## src/rtl/serdes_bist_pkg.sv

```systemverilog
// Shared types and helpers for the SERDES link BIST sequencer and its
// histogram snapshot reader.
package serdes_bist_pkg;

  typedef enum logic [2:0] {
    ST_IDLE      = 3'd0,
    ST_CHAIN_RST = 3'd1,
    ST_SETTLE    = 3'd2,
    ST_RUN       = 3'd3,
    ST_SNAP      = 3'd4,
    ST_DUMP      = 3'd5,
    ST_FINISH    = 3'd6
  } bist_state_t;

  localparam int unsigned HIST_BINS_DEF = 128;
  localparam int unsigned HIST_W_DEF    = 8;

  // Widest flattened histogram the slicing helper accepts (128 bins x 32 bits).
  localparam int unsigned HIST_VEC_MAX  = 4096;

  function automatic logic [31:0] hist_bin(
    input logic [HIST_VEC_MAX-1:0] vec,
    input int unsigned             idx,
    input int unsigned             w
  );
    logic [HIST_VEC_MAX-1:0] shifted;
    logic [31:0]             mask;
    shifted = vec >> (idx * w);
    if (w >= 32'd32) begin
      mask = 32'hFFFF_FFFF;
    end else begin
      mask = (32'd1 << w) - 32'd1;
    end
    return shifted[31:0] & mask;
  endfunction

endpackage

```

## src/rtl/hist_snapshot_reader.sv

```systemverilog
// Holds a frozen copy of the noise histogram and streams it out one bin per
// valid/ready beat, signalling the FSM when the last beat has been taken.
module hist_snapshot_reader
  import serdes_bist_pkg::*;
#(
  parameter int unsigned HIST_BINS = HIST_BINS_DEF,
  parameter int unsigned HIST_W    = HIST_W_DEF
) (
  input  logic                         clk,
  input  logic                         rst,
  input  logic                         load,
  input  logic [HIST_BINS*HIST_W-1:0]  hist_in,
  input  logic                         launch,
  input  logic                         rd_ready,
  output logic                         rd_valid,
  output logic [$clog2(HIST_BINS)-1:0] rd_index,
  output logic [HIST_W-1:0]            rd_data,
  output logic                         rd_last,
  output logic                         finished
);

  localparam int unsigned      IDX_W    = $clog2(HIST_BINS);
  localparam logic [IDX_W-1:0] LAST_IDX = IDX_W'(HIST_BINS - 1);

  logic [HIST_W-1:0]       snap_r [HIST_BINS];
  logic [HIST_VEC_MAX-1:0] hist_ext_s;
  logic [IDX_W-1:0]        next_idx_s;
  logic                    xfer_s;

  assign hist_ext_s = HIST_VEC_MAX'(hist_in);

  // Beat handshake decode and the index of the following bin.
  always_comb begin
    xfer_s     = rd_valid && rd_ready;
    next_idx_s = rd_index + IDX_W'(1);
    finished   = xfer_s && rd_last;
  end

  for (genvar g = 0; g < HIST_BINS; g++) begin : g_snap
    // Capture this bin of the live histogram on the load strobe.
    always_ff @(posedge clk or posedge rst) begin
      if (rst) begin
        snap_r[g] <= {HIST_W{1'b0}};
      end else if (load) begin
        snap_r[g] <= HIST_W'(hist_bin(hist_ext_s, g, HIST_W));
      end
    end
  end

  // Output stage: once valid is up, index/data only move on a transfer.
  always_ff @(posedge clk or posedge rst) begin
    if (rst) begin
      rd_valid <= 1'b0;
      rd_index <= {IDX_W{1'b0}};
      rd_data  <= {HIST_W{1'b0}};
      rd_last  <= 1'b0;
    end else if (launch) begin
      rd_valid <= 1'b1;
      rd_index <= {IDX_W{1'b0}};
      rd_data  <= snap_r[{IDX_W{1'b0}}];
      rd_last  <= (LAST_IDX == {IDX_W{1'b0}});
    end else if (xfer_s) begin
      if (rd_last) begin
        rd_valid <= 1'b0;
        rd_index <= {IDX_W{1'b0}};
        rd_last  <= 1'b0;
      end else begin
        rd_index <= next_idx_s;
        rd_data  <= snap_r[next_idx_s];
        rd_last  <= (next_idx_s == LAST_IDX);
      end
    end
  end

endmodule

```

## src/rtl/link_bist_sequencer.sv

```systemverilog
// Sequences reset/enable of the SERDES link chain, stops after a bit target,
// abort or watchdog, then snapshots totals and streams the noise histogram.
module link_bist_sequencer
  import serdes_bist_pkg::*;
#(
  parameter logic [31:0] RUN_BITS      = 32'd1_000_000,
  parameter logic [31:0] MAX_CYCLES    = 32'd64_000_000,
  parameter int unsigned RST_CYCLES    = 4,
  parameter int unsigned SETTLE_CYCLES = 64,
  parameter int unsigned HIST_BINS     = HIST_BINS_DEF,
  parameter int unsigned HIST_W        = HIST_W_DEF
) (
  input  logic                         clk,
  input  logic                         rst,
  input  logic                         start,
  input  logic                         abort,
  output logic                         chain_en,
  output logic                         chain_rstn,
  input  logic [31:0]                  total_bits,
  input  logic [31:0]                  total_bit_errors,
  input  logic [HIST_BINS*HIST_W-1:0]  hist_in,
  output logic                         busy,
  output logic                         done,
  output logic                         timeout,
  output logic                         aborted,
  output logic [31:0]                  bits_latched,
  output logic [31:0]                  errors_latched,
  output logic                         rd_valid,
  input  logic                         rd_ready,
  output logic [$clog2(HIST_BINS)-1:0] rd_index,
  output logic [HIST_W-1:0]            rd_data,
  output logic                         rd_last
);

  localparam logic [31:0] RST_LAST    = 32'(RST_CYCLES - 1);
  localparam logic [31:0] SETTLE_LAST = 32'(SETTLE_CYCLES - 1);
  localparam logic [31:0] WD_LAST     = MAX_CYCLES - 32'd1;

  bist_state_t state_r;
  logic [31:0] cnt_r;
  logic        bits_hit_s;
  logic        wd_hit_s;
  logic        snap_go_s;
  logic        launch_s;
  logic        dump_done_s;

  // The chain is held in reset with the block and during CHAIN_RST.
  assign chain_rstn = !rst && (state_r != ST_CHAIN_RST);

  // Run exit decode; snap_go_s is also the histogram capture strobe.
  always_comb begin
    bits_hit_s = (total_bits >= RUN_BITS);
    wd_hit_s   = (cnt_r == WD_LAST);
    snap_go_s  = 1'b0;
    launch_s   = 1'b0;
    case (state_r)
      ST_SETTLE: snap_go_s = abort;
      ST_RUN:    snap_go_s = bits_hit_s || abort || wd_hit_s;
      ST_SNAP:   launch_s  = 1'b1;
      default: begin
        snap_go_s = 1'b0;
        launch_s  = 1'b0;
      end
    endcase
  end

  // Sequencer FSM with its phase counter and registered status outputs.
  always_ff @(posedge clk or posedge rst) begin
    if (rst) begin
      state_r        <= ST_IDLE;
      cnt_r          <= 32'd0;
      chain_en       <= 1'b0;
      busy           <= 1'b0;
      done           <= 1'b0;
      timeout        <= 1'b0;
      aborted        <= 1'b0;
      bits_latched   <= 32'd0;
      errors_latched <= 32'd0;
    end else begin
      done <= 1'b0;
      case (state_r)
        ST_IDLE: begin
          if (start) begin
            state_r <= ST_CHAIN_RST;
            cnt_r   <= 32'd0;
            timeout <= 1'b0;
            aborted <= 1'b0;
            busy    <= 1'b1;
          end
        end
        ST_CHAIN_RST: begin
          if (cnt_r == RST_LAST) begin
            state_r  <= ST_SETTLE;
            cnt_r    <= 32'd0;
            chain_en <= 1'b1;
          end else begin
            cnt_r <= cnt_r + 32'd1;
          end
        end
        ST_SETTLE: begin
          if (snap_go_s) begin
            state_r        <= ST_SNAP;
            chain_en       <= 1'b0;
            aborted        <= 1'b1;
            bits_latched   <= total_bits;
            errors_latched <= total_bit_errors;
          end else if (cnt_r == SETTLE_LAST) begin
            state_r <= ST_RUN;
            cnt_r   <= 32'd0;
          end else begin
            cnt_r <= cnt_r + 32'd1;
          end
        end
        ST_RUN: begin
          if (snap_go_s) begin
            state_r        <= ST_SNAP;
            chain_en       <= 1'b0;
            bits_latched   <= total_bits;
            errors_latched <= total_bit_errors;
            // Only the highest-priority cause gets its flag.
            if (bits_hit_s) begin
              aborted <= 1'b0;
            end else if (abort) begin
              aborted <= 1'b1;
            end else begin
              timeout <= 1'b1;
            end
          end else begin
            cnt_r <= cnt_r + 32'd1;
          end
        end
        ST_SNAP: begin
          state_r <= ST_DUMP;
        end
        ST_DUMP: begin
          if (dump_done_s) begin
            state_r <= ST_FINISH;
            done    <= 1'b1;
          end
        end
        ST_FINISH: begin
          state_r <= ST_IDLE;
          busy    <= 1'b0;
        end
        default: begin
          state_r  <= ST_IDLE;
          chain_en <= 1'b0;
          busy     <= 1'b0;
        end
      endcase
    end
  end

  hist_snapshot_reader #(
    .HIST_BINS (HIST_BINS),
    .HIST_W    (HIST_W)
  ) u_reader (
    .clk      (clk),
    .rst      (rst),
    .load     (snap_go_s),
    .hist_in  (hist_in),
    .launch   (launch_s),
    .rd_ready (rd_ready),
    .rd_valid (rd_valid),
    .rd_index (rd_index),
    .rd_data  (rd_data),
    .rd_last  (rd_last),
    .finished (dump_done_s)
  );

endmodule

```

## config.mk

```make
export PLATFORM = sky130hd
export DESIGN_NAME = link_bist_sequencer
export DESIGN_NICKNAME = d
export VERILOG_FILES = /design/src/rtl/serdes_bist_pkg.sv /design/src/rtl/hist_snapshot_reader.sv /design/src/rtl/link_bist_sequencer.sv
export SDC_FILE = /design/constraint.sdc
export NUM_CORES = 2
export LEC_CHECK = 0
export ABC_AREA = 1
export BUFFER_PORTS_ARGS = -buffer_cell sky130_fd_sc_hd__buf_2
export CORE_AREA = 5 5 453 455
export DETAILED_ROUTE_END_ITERATION = 6
export DIE_AREA = 0 0 458 460
export PLACE_DENSITY = 0.49
export SLEW_MARGIN = 10
export SYNTH_ARGS = -nofsm -noshare
export SYNTH_HDL_FRONTEND = slang
export SYNTH_SLANG_ARGS = --single-unit
```

## constraint.sdc

```tcl
create_clock -name clk -period 121.2 [get_ports clk]
set_input_delay 18.18 -clock clk [delete_from_list [all_inputs] [get_ports clk]]
set_output_delay 18.18 -clock clk [all_outputs]
set_load 0.1 [all_outputs]
```

==> reports/qor.yml <==
yosys-top-cells-area: "dfrtp_1 (52%), nand2_1 (18%), o21ai_0 (8.6%), nand3_1 (5.3%), inv_1 (4.8%)"
port_buffers: 1179
area_growth_pct: 23.15
post_cts_buffers: 0
fp.dieW_um: 458
use_met1_pct: 30.25
place_area_um2: 62390
grt_pass1_wl_um: 358300
ys_async_sr_fraction_pct: 100.0
hold_viol: 0
r2r_cells: 13
netlist_instances: 7093
min_from: "u_reader.snap_r[773]$_DFFE_PP0N_"
numCtsBuffers: 141
drive_gt1_share_pct: 18.35
maxCapViolCount: 0
ios: 1180
clockBufferDepth: 3
cts_tree: "built"
slowest_delay_ps: 440
worstPathArrival_ps: 19520
finalWirelength_um: 254000
fin_tns_setup_ps: 0
cellLeakagePower_nw: 33.75
use_met2_pct: 37.01
groute.usage.overall_pct: 23.14
ctsHoldBuffers: 0
critPathLaunchType: "input pin"
synth_warnings: 0
crit_chain: "buf_2 > inv_8 > nand2_1 > inv_1 > buf_2"
ys_seq_area_share_pct: 52.49
wire_per_inst_um: 23.33
cts.sinks: 1145
dr_total_vias: 52220
viasPerCell: 4.797
rows: 165
clk_latency_ps: 810
synth_top_cell_by_area: "dfrtp_1"
initial_utilization_pct: 27.17
drt_iter0_drc: 5111
hold_path_class: "register to register"
setup_viol: 0
tightest_slew_ps: 1191
netlist-cell-type-count: 35
reg2reg_to: "u_reader.snap_r[498]$_DFFE_PP0N_"
overflow: 0
cp.required_ps: 103020
fin_area_um2: 67230
ant_nets: 0
finalCritPeriodShare_pct: 31.11
synth_top_area_share_pct: 52.49
status: "finished, final reports clean"
ir_drop_mv: 0.02176
grt_max_degree: 242
r2r_start: "state_r[2]$_DFFE_PP0P_"
synth_edf_count: 0
cts.htree.levels: 4
die_y_um: 460
top_usage_layer: "met2"
period_needed_ps: 37700
r2r_slack_ps: 113700
synth_top_flop_cell: "dfrtp_1"
power.density_nw_per_um2: 30.90
cpMaxStageDelayCell: "buf_2"
yosysMostFrequentCell: "nand2_1"
timing.fmax_mhz: 26.52
grt_pass1_vias: 50630
dieArea_um2: 210700
hold-path-endpoint: "u_reader.snap_r[773]$_DFFE_PP0N_"
syn_nets: 8189
met3_usage_pct: 5.753
gp_congestion: 0.8944
synthTopCellsByCount: "nand2_1 (2631), dfrtp_1 (1145), o21ai_0 (941)"
drc: 0
worstSetupEndpointType: "output port"
crit_buf_inv: 4
clkSlewWorstSetupHoldPaths_ps: 60
crit_fanout: 63
final_nets: 9106
avgSynthCellArea_um2: 7.696
rsz0062_at_grt: "false"
dp_hpwl_um: 184700
holdPathStages: 2
crit_type: "input pin to output port"
core_um2: 200900
grt_antenna_before_repair: 163
max_slew_margin_pct: 20.58
nFillCells: 21660
cts_resized: 0
final-max-slew-violation-count: 0
ys_ff_latch: 1145
root_buffer: "clkbuf_16"
first_pass_iters: 6
fin_worst_skew_ps: 22.14
synthesis.area_um2: 54590
crit_path_frequent_cell: "buf_2"
path_delay_family: "buffers and inverters"
## registers in the layout, indices dropped and copies added, names as in the netlist
name,flops
busy,1
bits_latched,32
u_reader.rd_last,1
u_reader.rd_data,8
done,1
u_reader.snap_r,1024
cnt_r,32
chain_en,1
u_reader.rd_valid,1
u_reader.rd_index,7
state_r,3
errors_latched,32
aborted,1
timeout,1
## worst min-delay path, cell delays in order (launching register included)
cell and delay [ps]:
dfrtp_1 340, nand2_1 50, nand2_1 40
## routing by layer
metal	vias up	wire (um)
li1	24540	-
met1	25130	106100
met2	2066	117600
met3	434	20180
met4	56	9781
met5	-	360
## where the power goes
| group | leakage (nW) | internal [W] | switching [W] |
|---|---|---|---|
| Combinational | 17.3 | 0.000259 | 0.000756 |
| Sequential | 14.2 | 0.000563 | 0.0000713 |
| Clock | 2.25 | 0.000247 | 0.000180 |
## per-stage QoR
step | total power (W) | instances | hold slack (ps) | worst slack [ps] | util [%]
floorplan | 0.001312 | 7093 | 436.6 | 59390 | -
global placement | 0.001649 | 10540 | 447.5 | 83460 | 31.06
detailed placement | 0.001663 | 10540 | 453.0 | 83460 | 31.06
CTS | 0.002102 | 10790 | 467.1 | 83450 | 33.35
global route | 0.002231 | 10840 | 477.9 | 83370 | 33.41
finish | 0.002077 | 10890 | 464.0 | 83500 | 33.47
## cell usage in the layout (no fill, tap or decap), drive strengths merged, types with 3 or more instances in the layout
cell type and n:
clkinvlp 3, buf 1252, a31o 3, nand3 582, inv 714, o311ai 10, a21oi 256, nor2 95
ha 3, bufinv 4, xor2 14, or2 4, o2111ai 5, clkbuf 215, nand4 13, o31ai 7
nand2 2631, o21ai 943, dfrtp 1145, o211ai 151, clkinv 23, o22ai 10, nor3 23, diode 95
nand3b 4, xnor2 3
## cells by family after synthesis
| logic type | share of synthesized area [%] |
|---|---|
| buffers and inverters | 8.967 |
| flip-flops | 52.49 |
| XOR/XNOR | 0.2728 |
| AND/OR/NAND/NOR | 24.59 |
| AO/OA/AOI/OAI | 13.61 |
| adder cells (fa/ha/maj) | 0.06877 |
## layout make-up
class	instances	area, um2	area share [%]
multi-input cells	4763	21160	31.47
inverters	707	2684	3.992
flip-flops and latches	1145	28660	42.63
clock inverters	37	415.4	0.6179
well taps	2672	3343	4.973
diodes	95	237.7	0.3536
repair buffers	1252	6549	9.741
clock buffers	215	4182	6.220
## worst max path at each step
stage | cells past startpoint | start | end
6_report | 5 | rst | chain_rstn
5_1_grt | 5 | rst | chain_rstn
4_1_cts | 5 | rst | chain_rstn
3_5_place_dp | 5 | rst | chain_rstn
3_3_place_gp | 5 | rst | chain_rstn
2_1_floorplan | 3 | rst | chain_rstn
Note: power is estimated with default switching activity, not from simulation.
